==> src/rtl/idu_decode_stage_if.sv <==
// Fetch-side, execute-side and write-back signals of the decode stage.
// master drives fetch/EXU-ready/write-back; slave is the decode stage itself.
interface idu_decode_stage_if;
  logic        ifu_valid;
  logic        ifu_ready;
  logic [31:0] ifu_pc;
  logic [31:0] ifu_inst;
  logic        flush;
  logic        exu_valid;
  logic        exu_ready;
  logic [31:0] exu_pc;
  logic [31:0] exu_inst;
  logic [4:0]  exu_rs1;
  logic [4:0]  exu_rs2;
  logic [4:0]  exu_rd;
  logic [31:0] exu_imm;
  logic [3:0]  exu_opclass;
  logic        exu_wen;
  logic        exu_fencei;
  logic [63:0] exu_seq;
  logic        wb_valid;
  logic [4:0]  wb_rd;

  modport master (
    output ifu_valid, ifu_pc, ifu_inst, flush, exu_ready, wb_valid, wb_rd,
    input  ifu_ready, exu_valid, exu_pc, exu_inst, exu_rs1, exu_rs2, exu_rd,
           exu_imm, exu_opclass, exu_wen, exu_fencei, exu_seq
  );

  modport slave (
    input  ifu_valid, ifu_pc, ifu_inst, flush, exu_ready, wb_valid, wb_rd,
    output ifu_ready, exu_valid, exu_pc, exu_inst, exu_rs1, exu_rs2, exu_rd,
           exu_imm, exu_opclass, exu_wen, exu_fencei, exu_seq
  );
endinterface

==> src/rtl/idu_decode_stage.sv <==
// RV32I decode stage: single-entry holding register, combinational decode and
// a per-register pending-write scoreboard that blocks RAW hazards.
//
// state | meaning
// EMPTY | valid_q=0, nothing held, fetch always accepted
// FULL  | valid_q=1, instruction held until issued or flushed
module idu_decode_stage #(
  parameter int          SB_CNT_W = 2,
  parameter logic [63:0] SEQ_INIT = 64'h1
) (
  input logic             clock,
  input logic             reset,
  idu_decode_stage_if.slave bus
);
  localparam logic [3:0] OC_ALU = 4'd0, OC_ALUI = 4'd1, OC_LOAD = 4'd2, OC_STORE = 4'd3,
                         OC_BRANCH = 4'd4, OC_JAL = 4'd5, OC_JALR = 4'd6, OC_LUI = 4'd7,
                         OC_AUIPC = 4'd8, OC_SYSTEM = 4'd9, OC_FENCE = 4'd10, OC_ILLEGAL = 4'd15;
  localparam logic [SB_CNT_W-1:0] CNT_FULL = {SB_CNT_W{1'b1}};

  logic                valid_q, valid_d;
  logic [31:0]         pc_q, inst_q;
  logic [63:0]         seq_q, seq_cnt_q;
  logic [SB_CNT_W-1:0] cnt_q [32];
  logic [SB_CNT_W-1:0] cnt_d [32];

  logic        accept, issue, raw_stall;
  logic [3:0]  cls;
  logic [31:0] imm;
  logic        writes, rs1_used, rs2_used, wen;
  logic [4:0]  rs1, rs2, rd;

  assign rs1 = inst_q[19:15];
  assign rs2 = inst_q[24:20];
  assign rd  = inst_q[11:7];

  // state register and payload
  always_ff @(posedge clock or posedge reset) begin
    if (reset) begin
      valid_q   <= 1'b0;
      pc_q      <= '0;
      inst_q    <= '0;
      seq_q     <= '0;
      seq_cnt_q <= SEQ_INIT;
    end else begin
      valid_q <= valid_d;
      if (accept) begin
        pc_q      <= bus.ifu_pc;
        inst_q    <= bus.ifu_inst;
        seq_q     <= seq_cnt_q;
        seq_cnt_q <= seq_cnt_q + 64'd1;
      end
    end
  end

  // next state; flush wins over both accept and issue
  always_comb begin
    valid_d = valid_q;
    if (bus.flush)   valid_d = 1'b0;
    else if (accept) valid_d = 1'b1;
    else if (issue)  valid_d = 1'b0;
  end

  always_comb begin
    cls      = OC_ILLEGAL;
    imm      = '0;
    writes   = 1'b0;
    rs1_used = 1'b1;
    rs2_used = 1'b0;
    if (inst_q[1:0] == 2'b11) begin
      case (inst_q[6:0])
        7'b0110011: begin cls = OC_ALU;    writes = 1'b1; rs2_used = 1'b1; end
        7'b0010011: begin cls = OC_ALUI;   writes = 1'b1; imm = {{20{inst_q[31]}}, inst_q[31:20]}; end
        7'b0000011: begin cls = OC_LOAD;   writes = 1'b1; imm = {{20{inst_q[31]}}, inst_q[31:20]}; end
        7'b0100011: begin
          cls = OC_STORE; rs2_used = 1'b1;
          imm = {{20{inst_q[31]}}, inst_q[31:25], inst_q[11:7]};
        end
        7'b1100011: begin
          cls = OC_BRANCH; rs2_used = 1'b1;
          imm = {{19{inst_q[31]}}, inst_q[31], inst_q[7], inst_q[30:25], inst_q[11:8], 1'b0};
        end
        7'b1101111: begin
          cls = OC_JAL; writes = 1'b1; rs1_used = 1'b0;
          imm = {{11{inst_q[31]}}, inst_q[31], inst_q[19:12], inst_q[20], inst_q[30:21], 1'b0};
        end
        7'b1100111: begin cls = OC_JALR;  writes = 1'b1; imm = {{20{inst_q[31]}}, inst_q[31:20]}; end
        7'b0110111: begin cls = OC_LUI;   writes = 1'b1; rs1_used = 1'b0; imm = {inst_q[31:12], 12'h000}; end
        7'b0010111: begin cls = OC_AUIPC; writes = 1'b1; rs1_used = 1'b0; imm = {inst_q[31:12], 12'h000}; end
        // only CSR forms (funct3 != 0) write rd; ecall/ebreak do not
        7'b1110011: begin cls = OC_SYSTEM; writes = (inst_q[14:12] != 3'b000); imm = {{20{inst_q[31]}}, inst_q[31:20]}; end
        7'b0001111: begin cls = OC_FENCE;  imm = {{20{inst_q[31]}}, inst_q[31:20]}; end
        default:    cls = OC_ILLEGAL;
      endcase
    end
  end

  assign wen       = writes & (rd != 5'd0);
  assign raw_stall = (rs1_used & (rs1 != 5'd0) & (cnt_q[rs1] != '0))
                   | (rs2_used & (rs2 != 5'd0) & (cnt_q[rs2] != '0))
                   | (wen & (cnt_q[rd] == CNT_FULL));

  // outputs
  always_comb begin
    bus.exu_valid = valid_q & ~raw_stall & ~bus.flush;
    bus.ifu_ready = ~valid_q | (bus.exu_valid & bus.exu_ready);
    issue         = bus.exu_valid & bus.exu_ready;
    accept        = bus.ifu_valid & bus.ifu_ready & ~bus.flush;
  end

  assign bus.exu_pc      = pc_q;
  assign bus.exu_inst    = inst_q;
  assign bus.exu_rs1     = rs1;
  assign bus.exu_rs2     = rs2;
  assign bus.exu_rd      = rd;
  assign bus.exu_imm     = imm;
  assign bus.exu_opclass = valid_q ? cls : 4'd0;
  assign bus.exu_wen     = wen;
  assign bus.exu_fencei  = (inst_q == 32'h0000100F);
  assign bus.exu_seq     = seq_q;

  // scoreboard: simultaneous issue and retire to the same rd cancel out
  always_comb begin
    for (int r = 0; r < 32; r++) begin
      cnt_d[r] = cnt_q[r];
      if (r != 0) begin
        if (issue & wen & (rd == 5'(r))) begin
          if (!(bus.wb_valid & (bus.wb_rd == 5'(r))))
            cnt_d[r] = cnt_q[r] + 1'b1;
        end else if (bus.wb_valid & (bus.wb_rd == 5'(r)) & (cnt_q[r] != '0)) begin
          cnt_d[r] = cnt_q[r] - 1'b1;
        end
      end else begin
        cnt_d[r] = '0;
      end
    end
  end

  always_ff @(posedge clock or posedge reset) begin
    if (reset) begin
      for (int r = 0; r < 32; r++) cnt_q[r] <= '0;
    end else begin
      for (int r = 0; r < 32; r++) cnt_q[r] <= cnt_d[r];
    end
  end
endmodule

==> src/flat_wrapper.sv <==
// flat-port wrapper written by rule: the top's interface ports become plain ports
module idu_decode_stage_flat 
#(
  parameter int          SB_CNT_W = 2,
  parameter logic [63:0] SEQ_INIT = 64'h1
)
  (clock, reset, bus_ifu_valid, bus_ifu_pc, bus_ifu_inst, bus_flush, bus_exu_ready, bus_wb_valid, bus_wb_rd, bus_ifu_ready, bus_exu_valid, bus_exu_pc, bus_exu_inst, bus_exu_rs1, bus_exu_rs2, bus_exu_rd, bus_exu_imm, bus_exu_opclass, bus_exu_wen, bus_exu_fencei, bus_exu_seq);
  idu_decode_stage_if bus_i ();
  input logic clock;
  input logic reset;
  input wire logic [$bits(bus_i.ifu_valid)-1:0] bus_ifu_valid;
  input wire logic [$bits(bus_i.ifu_pc)-1:0] bus_ifu_pc;
  input wire logic [$bits(bus_i.ifu_inst)-1:0] bus_ifu_inst;
  input wire logic [$bits(bus_i.flush)-1:0] bus_flush;
  input wire logic [$bits(bus_i.exu_ready)-1:0] bus_exu_ready;
  input wire logic [$bits(bus_i.wb_valid)-1:0] bus_wb_valid;
  input wire logic [$bits(bus_i.wb_rd)-1:0] bus_wb_rd;
  output wire logic [$bits(bus_i.ifu_ready)-1:0] bus_ifu_ready;
  output wire logic [$bits(bus_i.exu_valid)-1:0] bus_exu_valid;
  output wire logic [$bits(bus_i.exu_pc)-1:0] bus_exu_pc;
  output wire logic [$bits(bus_i.exu_inst)-1:0] bus_exu_inst;
  output wire logic [$bits(bus_i.exu_rs1)-1:0] bus_exu_rs1;
  output wire logic [$bits(bus_i.exu_rs2)-1:0] bus_exu_rs2;
  output wire logic [$bits(bus_i.exu_rd)-1:0] bus_exu_rd;
  output wire logic [$bits(bus_i.exu_imm)-1:0] bus_exu_imm;
  output wire logic [$bits(bus_i.exu_opclass)-1:0] bus_exu_opclass;
  output wire logic [$bits(bus_i.exu_wen)-1:0] bus_exu_wen;
  output wire logic [$bits(bus_i.exu_fencei)-1:0] bus_exu_fencei;
  output wire logic [$bits(bus_i.exu_seq)-1:0] bus_exu_seq;
  assign bus_i.ifu_valid = bus_ifu_valid;
  assign bus_i.ifu_pc = bus_ifu_pc;
  assign bus_i.ifu_inst = bus_ifu_inst;
  assign bus_i.flush = bus_flush;
  assign bus_i.exu_ready = bus_exu_ready;
  assign bus_i.wb_valid = bus_wb_valid;
  assign bus_i.wb_rd = bus_wb_rd;
  assign bus_ifu_ready = bus_i.ifu_ready;
  assign bus_exu_valid = bus_i.exu_valid;
  assign bus_exu_pc = bus_i.exu_pc;
  assign bus_exu_inst = bus_i.exu_inst;
  assign bus_exu_rs1 = bus_i.exu_rs1;
  assign bus_exu_rs2 = bus_i.exu_rs2;
  assign bus_exu_rd = bus_i.exu_rd;
  assign bus_exu_imm = bus_i.exu_imm;
  assign bus_exu_opclass = bus_i.exu_opclass;
  assign bus_exu_wen = bus_i.exu_wen;
  assign bus_exu_fencei = bus_i.exu_fencei;
  assign bus_exu_seq = bus_i.exu_seq;
  idu_decode_stage #(.SB_CNT_W(SB_CNT_W), .SEQ_INIT(SEQ_INIT)) u_core (.clock(clock), .reset(reset), .bus(bus_i));
endmodule
==> config.mk <==
export PLATFORM = sky130hd
export DESIGN_NAME = idu_decode_stage_flat
export DESIGN_NICKNAME = d
export VERILOG_FILES = /design/src/rtl/idu_decode_stage_if.sv /design/src/rtl/idu_decode_stage.sv /design/src/flat_wrapper.sv
export SDC_FILE = /design/constraint.sdc
export NUM_CORES = 1
export LEC_CHECK = 0
export CORE_MARGIN = 1.5
export CORE_UTILIZATION = 48
export DETAILED_ROUTE_END_ITERATION = 10
export GPL_TIMING_DRIVEN = 1
export HOLD_SLACK_MARGIN = 0.1
export PLACE_DENSITY = 0.78
export SLEW_MARGIN = 20
export SYNTH_ARGS = -nofsm -noshare
export SYNTH_HDL_FRONTEND = slang
export SYNTH_SLANG_ARGS = --single-unit
==> constraint.sdc <==
create_clock -name clock -period 8.88 [get_ports clock]
set_input_delay 1.776 -clock clock [delete_from_list [all_inputs] [get_ports clock]]
set_output_delay 1.776 -clock clock [all_outputs]
set_load 0.05 [all_outputs]
### Word level (Yosys, flattened, before mapping)

Index checks and enable logic that the tools add are counted.

| operators by class | value |
|---|---|
| eq/ne operators | 107 |
| add/subtract/negate cells | 63 |
| muxes and demuxes | 116 |
| order comparisons | 3 |
| bitwise logic cells | 114 |
| reductions and logical operators | 105 |

Operators with widths:

| kind | count |
|---|---|
| 2-bit two-way mux | 99 |
| 5-bit equality test (second input constant) | 32 |
| 32-bit case mux with 5 select lines | 1 |
| 2-bit nonzero test | 64 |
| 1-bit AND | 105 |
| 5-bit by 4-bit equality test with 1-bit output (second input constant) | 16 |
| 64-bit by 1-bit adder with 64-bit output (second input constant) | 1 |
| 2-bit by 1-bit adder with 2-bit output (second input constant) | 31 |
| 2-bit != test (second input constant) | 31 |
| 2-bit AND reduction | 31 |
| 2-bit by 1-bit subtractor with 2-bit output (second input constant) | 31 |
| 4-bit case mux with 11 select lines | 1 |
| 5-bit by 3-bit equality test with 1-bit output (second input constant) | 8 |
| 32-bit by 13-bit equality test with 1-bit output (second input constant) | 1 |
| 32-bit two-way mux | 1 |
| 2-bit binary-select mux with 5-bit select | 3 |
| 7-bit equality test (second input constant) | 4 |
| 7-bit by 6-bit equality test with 1-bit output (second input constant) | 3 |
| 5-bit by 2-bit equality test with 1-bit output (second input constant) | 4 |
| 6-bit greater-or-equal comparator (second input constant) | 3 |
| 5-bit inverter with 6-bit output | 3 |
| 5-bit nonzero test | 3 |
| 7-bit by 5-bit equality test with 1-bit output (second input constant) | 2 |
| 5-bit by 1-bit equality test with 1-bit output (second input constant) | 2 |
| 13 further kinds | 28 |

| storage, ports and cells | value |
|---|---|
| bits of input ports | 75 |
| register bits | 255 |
| output and inout bits | 183 |
| word-level logic and storage cells | 544 |

### Longest topological paths before layout

Gate-level depths: netlist (run 1).

| depth | value |
|---|---|
| word-level depth | 17 |
| depth in mapped cells | 13 |
| depth with buffers taken out | 8 |

### Least setup slack after synthesis (run 1)

Ideal clock, no wire load.

| timing path | value |
|---|---|
| kind | flip-flop to output port |
| from | register u_core.inst_q[4] (netlist: u_core.bus.exu_inst[4]) |
| to | output port bus_ifu_ready |
| arrival time | 3977 ps |
| slack | 3127 ps |
| data required time | 7104 ps |
| path buffers | 3 |
| cell stages (with the launch flop) | 10 |
| cells stage by stage | dfrtp_1 > buf_2 > or3b_2 > a21oi_4 > a31oi_1 > o211ai_1 > o32ai_2 > buf_2 > buf_2 > o41ai_1 |

| on the way | value |
|---|---|
| longest elaborated chain between the ends | 13 |
| elaborated cells on any way between the ends | 32 |
| those cells by class | 10 x eq/ne; 6 x mux; 13 x bitwise; 3 x reduce/logical |

RTL lines:

| item | RTL line | RTL |
|---|---|---|
| start: declaration | idu_decode_stage.sv:21 | `logic [31:0] pc_q, inst_q;` |
| start signal: assignment | idu_decode_stage.sv:48 | `inst_q <= bus.ifu_inst;` |
| 7-bit equality test (tied with other cells) | idu_decode_stage.sv:70 | `case (inst_q[6:0])` |
| 3-bit OR reduction (no source line) | n/a |  |
| 1-bit two-way mux | idu_decode_stage.sv:70 |  |
| 1-bit two-way mux | idu_decode_stage.sv:69 | `if (inst_q[1:0] == 2'b11) begin` |
| 1-bit AND (on tied branches) (2 in series) | idu_decode_stage.sv:98, idu_decode_stage.sv:99 |  |
| 1-bit OR | idu_decode_stage.sv:99 | `\| (rs2_used & (rs2 != 5'd0) & (cnt_q[rs2] != '0))` |
| 1-bit OR (*) | idu_decode_stage.sv:100 | `\| (wen & (cnt_q[rd] == CNT_FULL));` |
| 1-bit inverter (*) | idu_decode_stage.sv:104 | `bus.exu_valid = valid_q & ~raw_stall & ~bus.flush;` |
| 1-bit AND (*) (2 in series) | idu_decode_stage.sv:104 |  |
| 1-bit AND (*) | idu_decode_stage.sv:105 | `bus.ifu_ready = ~valid_q \| (bus.exu_valid & bus.exu_ready);` |
| 1-bit OR (*) | idu_decode_stage.sv:105 |  |
| end: declaration | flat_wrapper.sv:18 | `output wire logic [$bits(bus_i.ifu_ready)-1:0] bus_ifu_ready;` |

Every way passes the cells marked *; elsewhere a longest branch is shown, timed or not.

### Worst setup path after layout (run 1)

| timing path | value |
|---|---|
| from | register u_core.inst_q[21] (netlist: u_core.bus.exu_inst[21]) |
| to | output port bus_ifu_ready |

| on the way | value |
|---|---|
| longest elaborated chain between the ends | 13 |
| elaborated cells on any way between the ends | 15 |
| those cells by class | 3 x mux; 10 x bitwise; 2 x reduce/logical |

RTL lines:

| item | RTL line |
|---|---|
| 5-bit inverter with 6-bit output (implied by the code) | idu_decode_stage.sv:99 |
| 2-bit binary-select mux with 5-bit select | idu_decode_stage.sv:99 |
| 2-bit two-way mux (implied by the code) (2 in series) | idu_decode_stage.sv:99 |
| 2-bit nonzero test | idu_decode_stage.sv:99 |
| 1-bit AND (*) | idu_decode_stage.sv:99 |
| 1-bit OR (*) | idu_decode_stage.sv:99 |
| 1-bit OR (*) | idu_decode_stage.sv:100 |
| 1-bit inverter (*) | idu_decode_stage.sv:104 |
| 1-bit AND (*) (2 in series) | idu_decode_stage.sv:104 |
| 1-bit AND (*) | idu_decode_stage.sv:105 |
| 1-bit OR (*) | idu_decode_stage.sv:105 |

Every way passes the cells marked *; elsewhere a longest branch is shown, timed or not. The select of a mux whose other input is x is not followed.

==> results of run 1 <==
==> metrics by stage <==
step           hold WS [ns]  cell area, sq um  power [mW]  setup slack, ns  cells
2_1_floorplan         0.441             13900        2.66           0.0923   1608
3_3_place_gp          0.457             16600        3.18             3.44   2154
3_5_place_dp          0.461             16600        3.21             3.34   2154
4_1_cts               0.478             17600        4.48             2.73   2208
5_1_grt               0.495             17600        4.65             2.43   2208
6_report              0.475             17600        4.47             2.70   2208
==> cells in the final DEF (no fill, tap or decap), types with 20 or more instances in the layout <==
| cell type | synthesis | layout |
|---|---|---|
| sky130_fd_sc_hd__inv_1 | 51 | 50 |
| sky130_fd_sc_hd__a21oi_1 | 31 | 31 |
| sky130_fd_sc_hd__a211oi_1 | 21 | 21 |
| sky130_fd_sc_hd__nor2_1 | 119 | 119 |
| sky130_fd_sc_hd__nand2_1 | 429 | 429 |
| sky130_fd_sc_hd__clkbuf_16 | 0 | 29 |
| sky130_fd_sc_hd__a21o_1 | 20 | 20 |
| sky130_fd_sc_hd__nor3_1 | 52 | 50 |
| sky130_fd_sc_hd__xnor2_1 | 64 | 64 |
| sky130_fd_sc_hd__nand4_1 | 41 | 41 |
| sky130_fd_sc_hd__nand3_1 | 84 | 84 |
| sky130_fd_sc_hd__nor4_1 | 25 | 24 |
| sky130_fd_sc_hd__o21ai_0 | 47 | 47 |
| sky130_fd_sc_hd__mux4_2 | 20 | 20 |
| sky130_fd_sc_hd__dfrtp_1 | 254 | 254 |
| sky130_fd_sc_hd__clkdlybuf4s50_1 | 0 | 257 |
==> kinds of logic after synthesis <==
logic type,after synthesis
buf+inv,162
xor+xnor,73
flops,255
mux,34
compound gates,232
fa+ha+maj,1
simple gates,851
==> final cells by class <==
| class | count | area share [%] |
|---|---|---|
| Tap cell | 384 | 2.73 |
| Multi-Input combinational cell | 1191 | 38.8 |
| Timing Repair Buffer | 272 | 15.3 |
| Sequential cell | 255 | 36.3 |
| Clock buffer | 31 | 4.29 |
| Inverter | 52 | 1.15 |
| Clock inverter | 23 | 1.47 |
==> critical path: cells and delay by family, from the launching register on <==
family / cells / cell delay, ns
AO/OA/AOI/OAI: 3 / 1.16
flip-flops: 1 / 0.78
multiplexers: 2 / 0.45
buffers and inverters: 3 / 1.42
==> metal layers <==
metal	up-vias	global-route usage [%]	routed length [microns]
met2	560	46.7	20100
met4	0	10.2	1660
met3	107	7.19	3970
met5	-	0	0
met1	6243	36.8	17200
li1	5924	-	-
==> power by group through the flow <==
stage	registers, mW	clock network [mW]	logic (mW)
2_1_floorplan	1.81	0	0.851
3_3_place_gp	1.53	0	1.65
3_5_place_dp	1.54	0	1.67
4_1_cts	1.52	1.28	1.68
5_1_grt	1.55	1.32	1.78
6_report	1.53	1.26	1.69
==> worst max path at each step <==
| stage | start | to | slack [ns] |
|---|---|---|---|
| global placement | u_core.bus.exu_inst[21] | bus_ifu_ready | 3.44 |
| finish | u_core.bus.exu_inst[21] | bus_ifu_ready | 2.70 |
| CTS | u_core.bus.exu_inst[21] | bus_ifu_ready | 2.73 |
| floorplan | reset | u_core.bus.exu_inst[0] | 0.09 |
| global route | u_core.bus.exu_inst[21] | bus_ifu_ready | 2.43 |
| detailed placement | u_core.bus.exu_inst[21] | bus_ifu_ready | 3.34 |
==> flip-flops by register name, summed over array words and instances, names as in the netlist <==
register,flops
u_core.bus.exu_seq,64
u_core.seq_cnt_q,64
u_core.cnt_q,62
u_core.bus.exu_inst,32
u_core.bus.exu_pc,32
u_core.valid_q,1
==> impl_metrics.sql, run 1 <==
INSERT INTO impl_metrics (metric_group, metric, value, unit) VALUES
('layout', 'utilization', '61.4', '%'),
('setup_path', 'worst-r2r-setup-slack', '4.10', 'ns'),
('die', 'design.die.area', '30000', 'sq um'),
('layout', 'sequential_cell_area', '6380', 'sq um'),
('global_routing', 'grt_overall_usage', '28.5', '%'),
('timing', 'tightest_slew', '0.998', 'ns'),
('clock_network', 'cts.path.max_buffers', '3', ''),
('setup_path', 'cp_data_required_time', '7.10', 'ns'),
('synth', 'synth-edff-count', '0', ''),
('setup_path', 'critical_path.startpoint_type', 'flop', ''),
('synth', 'yosys.area_share.xor_xnor', '4.60', '%'),
('synth', 'synth_top_family_by_area', 'simple AND/OR/NAND/NOR gates', ''),
('synth', 'synthSimpleGateAreaFrac', '27.9', '%'),
('setup_path', 'critPathMaxStageDelay', '0.88', 'ns'),
('outcome', 'status', 'finished clean', ''),
('clock_network', 'postCtsSetupRepairBufs', '0', ''),
('pwr', 'p_seq_share', '34.2', '%'),
('synth', 'predominant_post_synthesis_flop_cell', 'sky130_fd_sc_hd__dfrtp_1', ''),
('placed_design', 'gpl.final_weighted_congestion', '0.942', ''),
('global_routing', 'grt_antenna_before_repair', '0', ''),
('synth', 'adder_cell_area_share_of_the_yosys_netlist', '0.0901', '%'),
('synth', 'ffs_latches_synth', '255', ''),
('clock_network', 'clk_transition_reported_paths', '0.06', 'ns'),
('routing', 'drt-pass1-iter-count', '6', ''),
('pwr', 'power.net_switching', '1.90', 'mW'),
('routing', 'routed-via-count', '12800', ''),
('setup_path', 'setup.worst_path.end_class', 'output port', ''),
('pwr', 'netSwitchingFraction', '42.5', '%'),
('setup_path', 'worst_path_max_delay_cell', 'sky130_fd_sc_hd__clkdlybuf4s50_1', ''),
('placed_design', 'detailedPlacementHpwl', '29900', 'microns'),
('layout', 'multiInputGateArea', '6810', 'sq um'),
('timing', 'slew-limit-headroom', '33.5', '%'),
('synth', 'synthCells', '1608', ''),
('timing', 'layout_min_cycle_time', '6.18', 'ns'),
('pwr', 'power_report.internal_total', '2.57', 'mW'),
('routing', 'route.detailed.wl_per_inst', '19.4', 'microns'),
('synth', 'synthTopCellsByCount', 'sky130_fd_sc_hd__nand2_1, sky130_fd_sc_hd__dfrtp_1, sky130_fd_sc_hd__nor2_1', ''),
('global_routing', 'first_global_vias', '12700', ''),
('synth', 'syn_nets', '1684', ''),
('die', 'die_h', '173', 'microns'),
('layout', 'num-fill-cells', '2393', ''),
('global_routing', 'first_pass_grt_wire_length', '69000', 'microns'),
('setup_path', 'worst_ep_arrival_time', '4.40', 'ns'),
('timing', 'timing.clock.skew', '0.0229', 'ns'),
('routing', 'route.detailed.drc', '0', ''),
('global_routing', 'grt_start_max_net_pins', '127', ''),
('die', 'die_w', '173', 'microns'),
('clock_network', 'clock_root_buffer', 'sky130_fd_sc_hd__clkbuf_16', ''),
('synth', 'post_synth.cell_area_avg', '8.64', 'sq um'),
('die', 'core_region_area', '28600', 'sq um'),
('timing', 'max_clock_freq', '0.162', 'GHz'),
('die', 'placementRows', '62', ''),
('synth', 'share_of_the_yosys_chip_area_belonging_to_registers', '45.9', '%'),
('pwr', 'vdd.ir_drop.worst', '227', 'uV'),
('placed_design', 'port-buffer-count', '257', ''),
('clock_network', 'numCtsBuffers', '29', ''),
('routing', 'initialDrtViolationCount', '1159', ''),
('synth', 'synth_area_leaders', 'sky130_fd_sc_hd__dfrtp_1, sky130_fd_sc_hd__nand2_1, sky130_fd_sc_hd__xnor2_1', ''),
('synth', 'synth_most_common_cell', 'sky130_fd_sc_hd__nand2_1', ''),
('layout', 'final_nets', '1877', ''),
('setup_path', 'crit-reg2reg-launch', 'u_core.bus.exu_inst[8]', ''),
('setup_path', 'reg2reg_depth', '9', ''),
('clock_network', 'cts-resized-gates', '0', ''),
('clock_network', 'post_cts_hold_buffer_count', '0', ''),
('synth', 'ys_async_sr_fraction', '100', '%'),
('pwr', 'comb_power_share', '37.7', '%'),
('worst_hold_path', 'hold_path_class', 'reg2reg', ''),
('setup_path', 'setup.worst_path.class', 'reg2out', ''),
('die', 'num_io_pins', '258', ''),
('pwr', 'leakagePower', '7.75', 'nW'),
('worst_hold_path', 'hold_end', 'u_core.bus.exu_seq[21]', '');
Note: power is estimated with default switching activity, not from simulation.
==> run 2: changes to the inputs <==
Clock period 8.88 ns to 5.15 ns, I/O delays scaled along.
==> impl_metrics.sql, run 2 (synthesis gave the netlist of run 1 again) <==
INSERT INTO impl_metrics (metric_group, metric, value, unit) VALUES
('outcome', 'status', 'finished clean', ''),
('clock_network', 'postCtsSetupRepairBufs', '0', ''),
('routing', 'highest_routing_layer_actually_used', 'met5', ''),
('clock_network', 'clock_root_buffer', 'sky130_fd_sc_hd__clkbuf_16', ''),
('clock_network', 'clock_insertion_delay_worst_skew', '0.57', 'ns'),
('routing', 'drt-pass1-iter-count', '5', ''),
('clock_network', 'htree_num_levels', '1', ''),
('layout', 'stdcell_count', '2221', ''),
('timing', 'slew_viol_final', '0', ''),
('setup_path', 'worstPathBufferInverterCount', '1', ''),
('layout', 'leading_cell_type_in_the_layout_fill_and_taps_excluded', 'sky130_fd_sc_hd__nand2_1', ''),
('routing', 'met3RoutedLength', '4730', 'microns'),
('die', 'floorplan.initialDensity', '48.5', '%'),
('timing', 'tightest_slew', '1.02', 'ns'),
('layout', 'utilization', '61.5', '%'),
('setup_path', 'setup.worst_path.end_class', 'output port', ''),
('pwr', 'vdd.ir_drop.worst', '348', 'uV'),
('timing', 'hold_slack', '0.470', 'ns'),
('timing', 'finalHoldViolations', '0', ''),
('die', 'core_region_area', '28600', 'sq um'),
('layout', 'num-fill-cells', '2358', ''),
('timing', 'fin_tns_setup', '0', 'ns'),
('layout', 'final_nets', '1892', ''),
('routing', 'routed-via-count', '13100', ''),
('setup_path', 'worst_path_max_delay_cell', 'sky130_fd_sc_hd__o41ai_1', ''),
('timing', 'min_period_over_period', '96.1', '%'),
('clock_network', 'numCtsBuffers', '28', ''),
('die', 'die_w', '173', 'microns'),
('global_routing', 'grt_start_max_net_pins', '102', ''),
('clock_network', 'cts-resized-gates', '0', ''),
('global_routing', 'total_congestion_overflow_after_global_routing', '0', ''),
('clock_network', 'cts.path.max_buffers', '3', ''),
('placed_design', 'detailedPlacementHpwl', '30000', 'microns'),
('routing', 'vias_per_cell', '5.91', ''),
('clock_network', 'post_cts_hold_buffer_count', '0', ''),
('timing', 'slew-limit-headroom', '31.3', '%'),
('placed_design', 'placed_cells', '2170', ''),
('timing', 'finalSetupViolations', '0', ''),
('layout', 'layout_stage_area_growth_over_the_synthesis_result', '26.8', '%'),
('setup_path', 'path_max_fanout', '19', ''),
('pwr', 'fin_total_pwr', '7.53', 'mW'),
('die', 'num_io_pins', '258', ''),
('routing', 'route.detailed.wl_per_inst', '19.2', 'microns'),
('clock_network', 'cts_tree', 'done', ''),
('setup_path', 'cp_data_required_time', '4.12', 'ns'),
('worst_hold_path', 'hold_path_class', 'reg2reg', ''),
('timing', 'rsz0062_at_grt', 'no', ''),
('setup_path', 'path_delay_family', 'compound AO/OA/AOI/OAI gates', ''),
('global_routing', 'grt_antenna_before_repair', '2', ''),
('routing', 'detailed_routed_wire_length_on_met2', '19600', 'microns'),
('global_routing', 'first_global_vias', '12700', ''),
('setup_path', 'critical_path.startpoint_type', 'flop', ''),
('clock_network', 'clk_transition_reported_paths', '0.06', 'ns'),
('run', 'cap_violations', '0', ''),
('pwr', 'leakagePower', '7.78', 'nW'),
('clock_network', 'clock_sinks', '255', ''),
('layout', 'post_route_design_area', '17600', 'sq um'),
('routing', 'initialDrtViolationCount', '1183', ''),
('placed_design', 'gpl.final_weighted_congestion', '0.968', ''),
('layout', 'sequential_cell_area', '6380', 'sq um'),
('setup_path', 'worst-r2r-setup-slack', '1.18', 'ns'),
('global_routing', 'grt_overall_usage', '28.0', '%'),
('die', 'design.die.area', '30000', 'sq um'),
('setup_path', 'path_cells', 'a2111oi_0 -> or3b_2 -> o21ai_0 -> o32ai_4 -> o41ai_1 -> buf_12', ''),
('layout', 'layout_common_cells', 'sky130_fd_sc_hd__nand2_1, sky130_fd_sc_hd__clkdlybuf4s50_1, sky130_fd_sc_hd__dfrtp_1, sky130_fd_sc_hd__nor2_1, sky130_fd_sc_hd__nand3_1', ''),
('placed_design', 'port-buffer-count', '257', ''),
('setup_path', 'worst_ep_arrival_time', '3.92', 'ns'),
('setup_path', 'setup.worst_path.class', 'reg2out', ''),
('layout', 'multiInputGateArea', '6810', 'sq um'),
('setup_path', 'critPathMaxStageDelay', '0.92', 'ns'),
('routing', 'route.detailed.drc', '0', ''),
('die', 'placementRows', '62', ''),
('timing', 'post-route-worst-setup-slack', '0.201', 'ns'),
('timing', 'timing.clock.skew', '0.0207', 'ns'),
('die', 'die_h', '173', 'microns'),
('routing', 'routed_wirelength', '42600', 'microns'),
('placed_design', 'worst_setup_slack_after_placement', '0.651', 'ns'),
('global_routing', 'first_pass_grt_wire_length', '67900', 'microns'),
('timing', 'max_clock_freq', '0.202', 'GHz'),
('routing', 'met1Wirelength', '16800', 'microns'),
('layout', 'share_of_post_route_cells_with_drive_strength_above_1', '6.92', '%'),
('placed_design', 'post_dp_cell_area', '16700', 'sq um'),
('pwr', 'p_per_area', '428', 'nW/um^2'),
('timing', 'layout_min_cycle_time', '4.95', 'ns'),
('routing', 'ant_nets', '0', '');
==> run 2: cell types whose count changed in the layout (fill, tap and decap cells not counted), sizes merged <==
cell | previous run | this run
buf | 15 | 33
clkbuf | 31 | 42
clkinv | 13 | 5
bufinv | 4 | 1
inv | 54 | 51
clkdlybuf4s50 | 257 | 255
clkinvlp | 4 | 3
diode | 0 | 1
==> run 2: routing by layer <==
| metal | global-route usage [%] | up-vias |
|---|---|---|
| li1 | - | 5947 |
| met1 | 36.4 | 6354 |
| met2 | 44.5 | 701 |
| met3 | 8.58 | 119 |
| met4 | 9.64 | 2 |
| met5 | 0 | - |
==> run 2: cell type report <==
type / instances / share of cell area [%]
clock buffers: 42 / 4.56
flip-flops and latches: 255 / 36.2
repair buffers: 288 / 16.2
clock inverters: 8 / 0.462
diodes: 1 / 0.0142
multi-input cells: 1191 / 38.6
inverters: 52 / 1.13
well taps: 384 / 2.73
==> run 2: worst paths after layout <==
| check | startpoint | to | cells after the start |
|---|---|---|---|
| max | u_core.bus.exu_inst[16] | bus_ifu_ready | 6 |
| min | u_core.bus.exu_seq[22] | u_core.bus.exu_seq[22] | 2 |
| max reg2reg | u_core.bus.exu_inst[7] | u_core.cnt_q[28] | 9 |
| min reg2reg | u_core.bus.exu_seq[22] | u_core.bus.exu_seq[22] | 2 |
| max in group asynchronous | reset | u_core.bus.exu_seq[34] | 3 |
| min in group asynchronous | reset | u_core.bus.exu_seq[7] | 3 |
==> run 2: worst register-to-register path, cell delays in order (launching register included) <==
cell and delay, ns:
sky130_fd_sc_hd__dfrtp_2 0.68, sky130_fd_sc_hd__or2_1 0.42, sky130_fd_sc_hd__nor3_2 0.14, sky130_fd_sc_hd__a311oi_4 0.41, sky130_fd_sc_hd__nor4b_4 0.47, sky130_fd_sc_hd__nand3_2 0.48
sky130_fd_sc_hd__buf_4 0.40, sky130_fd_sc_hd__or4_1 0.52, sky130_fd_sc_hd__o211ai_1 0.21, sky130_fd_sc_hd__a22oi_1 0.11
==> run 2: power breakdown <==
part           leakage [nW]  internal, mW  total, mW  switching (mW)
Clock                 0.429          1.12       1.96           0.838
Sequential             3.38          2.24       2.66           0.426
Combinational          3.97         0.964       2.91            1.94
==> run 3: changes to the inputs <==
Settings changed: CORE_MARGIN 1.5 to 8, REMOVE_ABC_BUFFERS from default to 1.
==> impl_metrics.sql, run 3 (synthesis gave the netlist of run 1 again) <==
INSERT INTO impl_metrics (metric_group, metric, value, unit) VALUES
('clock_network', 'clock_root_buffer', 'sky130_fd_sc_hd__clkbuf_16', ''),
('placed_design', 'port-buffer-count', '257', ''),
('clock_network', 'numCtsBuffers', '28', ''),
('routing', 'ant_nets', '0', ''),
('layout', 'insertedDiodeCount', '0', ''),
('timing', 'slew-limit-headroom', '36.8', '%'),
('timing', 'min_period_over_period', '95.3', '%'),
('pwr', 'leakagePower', '7.84', 'nW'),
('die', 'placementRows', '62', ''),
('placed_design', 'post_dp_cell_area', '16700', 'sq um'),
('routing', 'drt-pass1-iter-count', '6', ''),
('die', 'die_w', '186', 'microns'),
('die', 'die_h', '186', 'microns'),
('routing', 'initialDrtViolationCount', '1276', ''),
('layout', 'utilization', '62.0', '%'),
('global_routing', 'grt_start_max_net_pins', '118', ''),
('pwr', 'vdd.ir_drop.worst', '392', 'uV'),
('layout', 'share_of_post_route_cells_with_drive_strength_above_1', '6.82', '%'),
('clock_network', 'clock_insertion_delay_worst_skew', '0.57', 'ns'),
('timing', 'max_clock_freq', '0.204', 'GHz'),
('routing', 'route.detailed.wl_per_inst', '19.9', 'microns'),
('die', 'design.die.area', '34600', 'sq um'),
('setup_path', 'path_max_fanout', '59', ''),
('global_routing', 'grt_antenna_before_repair', '0', ''),
('timing', 'finalHoldViolations', '0', ''),
('routing', 'route.detailed.drc', '0', ''),
('timing', 'slew_viol_final', '0', ''),
('timing', 'finalSetupViolations', '0', ''),
('layout', 'post_route_design_area', '17700', 'sq um'),
('clock_network', 'clk_transition_reported_paths', '0.06', 'ns'),
('die', 'floorplan.initialDensity', '48.5', '%'),
('routing', 'routed_wirelength', '44000', 'microns'),
('clock_network', 'htree_num_levels', '1', ''),
('die', 'num_io_pins', '258', ''),
('die', 'core_region_area', '28600', 'sq um'),
('pwr', 'fin_total_pwr', '7.82', 'mW'),
('setup_path', 'critical_path.startpoint_type', 'flop', ''),
('clock_network', 'cts.path.max_buffers', '3', ''),
('outcome', 'status', 'finished clean', ''),
('placed_design', 'detailedPlacementHpwl', '31300', 'microns'),
('placed_design', 'worst_setup_slack_after_placement', '0.724', 'ns'),
('routing', 'routed-via-count', '12900', ''),
('timing', 'layout_min_cycle_time', '4.91', 'ns'),
('pwr', 'p_per_area', '441', 'nW/um^2'),
('layout', 'num-fill-cells', '2407', ''),
('layout', 'layout_stage_area_growth_over_the_synthesis_result', '27.7', '%'),
('timing', 'rsz0062_at_grt', 'no', ''),
('global_routing', 'grt_overall_usage', '24.8', '%'),
('global_routing', 'first_global_vias', '12800', ''),
('timing', 'tightest_slew', '0.948', 'ns'),
('setup_path', 'setup.worst_path.class', 'reg2out', ''),
('timing', 'timing.clock.skew', '0.0284', 'ns'),
('layout', 'leading_cell_type_in_the_layout_fill_and_taps_excluded', 'sky130_fd_sc_hd__nand2_1', ''),
('setup_path', 'worst_ep_arrival_time', '3.88', 'ns'),
('timing', 'post-route-worst-setup-slack', '0.242', 'ns'),
('clock_network', 'clock_sinks', '255', ''),
('routing', 'vias_per_cell', '5.84', ''),
('global_routing', 'first_pass_grt_wire_length', '69200', 'microns'),
('worst_hold_path', 'hold_path_class', 'reg2reg', ''),
('setup_path', 'setup.worst_path.end_class', 'output port', ''),
('layout', 'layout_common_cells', 'sky130_fd_sc_hd__nand2_1, sky130_fd_sc_hd__clkdlybuf4s50_1, sky130_fd_sc_hd__dfrtp_1, sky130_fd_sc_hd__nor2_1, sky130_fd_sc_hd__nand3_1', ''),
('clock_network', 'post_cts_hold_buffer_count', '0', ''),
('setup_path', 'cp_data_required_time', '4.12', 'ns'),
('placed_design', 'gpl.final_weighted_congestion', '0.957', ''),
('clock_network', 'cts_tree', 'done', ''),
('global_routing', 'total_congestion_overflow_after_global_routing', '0', ''),
('run', 'cap_violations', '0', ''),
('layout', 'final_nets', '1886', ''),
('clock_network', 'postCtsSetupRepairBufs', '0', '');
run 3: cell types whose count changed in the layout (fill, tap and decap cells not counted), moves of 2 or more:
cell and change:
sky130_fd_sc_hd__buf_4 -5, sky130_fd_sc_hd__buf_12 -2, sky130_fd_sc_hd__bufinv_16 +6, sky130_fd_sc_hd__clkbuf_1 -4
run 3: worst max-delay path, stage by stage, from the launching register on:
cell and delay [ns]:
sky130_fd_sc_hd__dfrtp_1 0.61, sky130_fd_sc_hd__nor3_1 0.28, sky130_fd_sc_hd__a2111oi_0 0.10, sky130_fd_sc_hd__or3b_2 0.48, sky130_fd_sc_hd__o21ai_0 0.46, sky130_fd_sc_hd__o32ai_4 0.17
sky130_fd_sc_hd__buf_4 0.35, sky130_fd_sc_hd__o41ai_1 0.55, sky130_fd_sc_hd__buf_4 0.29
run 3: path summary, 6_finish.rpt:
| path | start | endpoint | slack (ns) | cells past startpoint |
|---|---|---|---|---|
| worst min-delay path | u_core.seq_cnt_q[25] | u_core.seq_cnt_q[25] | 0.47 | 1 |
| max in group asynchronous | reset | u_core.cnt_q[41] | 3.13 | 3 |
| worst min register to register | u_core.seq_cnt_q[25] | u_core.seq_cnt_q[25] | 0.47 | 1 |
| worst max register to register | u_core.bus.exu_inst[7] | u_core.cnt_q[4] | 1.00 | 10 |
| worst max-delay path | u_core.bus.exu_inst[16] | bus_ifu_ready | 0.24 | 8 |
| min in group asynchronous | reset | u_core.bus.exu_pc[7] | 1.02 | 2 |
run 3: timing repair:
action,in CTS,in global routing
endpoints found under the setup margin,0,12
gates resized for setup,0,2
hold endpoints to repair,0,0
run 3: stage by stage:
step | hold WS [ns] | instances | setup TNS [ns]
after global placement | 0.457 | 2164 | 0
final | 0.470 | 2216 | 0
after global routing | 0.488 | 2216 | 0
after floorplan | 0.441 | 1498 | -943.62
after CTS | 0.476 | 2216 | 0
after detailed placement | 0.461 | 2164 | 0
run 3: cell type report:
| cell class | instances | area [sq um] | area share, % |
|---|---|---|---|
| clock buffers | 38 | 788 | 4.44 |
| clock inverters | 14 | 279 | 1.57 |
| inverters | 52 | 203 | 1.14 |
| multi-input cells | 1191 | 6810 | 38.4 |
| flip-flops and latches | 255 | 6380 | 36.0 |
| well taps | 384 | 480 | 2.71 |
| repair buffers | 282 | 2800 | 15.8 |
run 3: per-layer routing:
metal	track usage, %	vias up	share of wire, %	routed length (microns)
met1	31.5	6335	40	17800
met4	10.4	0	4.1	1800
met2	40.6	556	47	20900
met3	5.32	116	8.1	3570
met5	0	-	0	0
li1	-	5934	-	-
run 3: power breakdown:
group | internal (mW) | leakage, nW | switching (mW)
Combinational | 0.944 | 3.95 | 1.92
Clock | 1.43 | 0.513 | 0.875
Sequential | 2.24 | 3.38 | 0.421
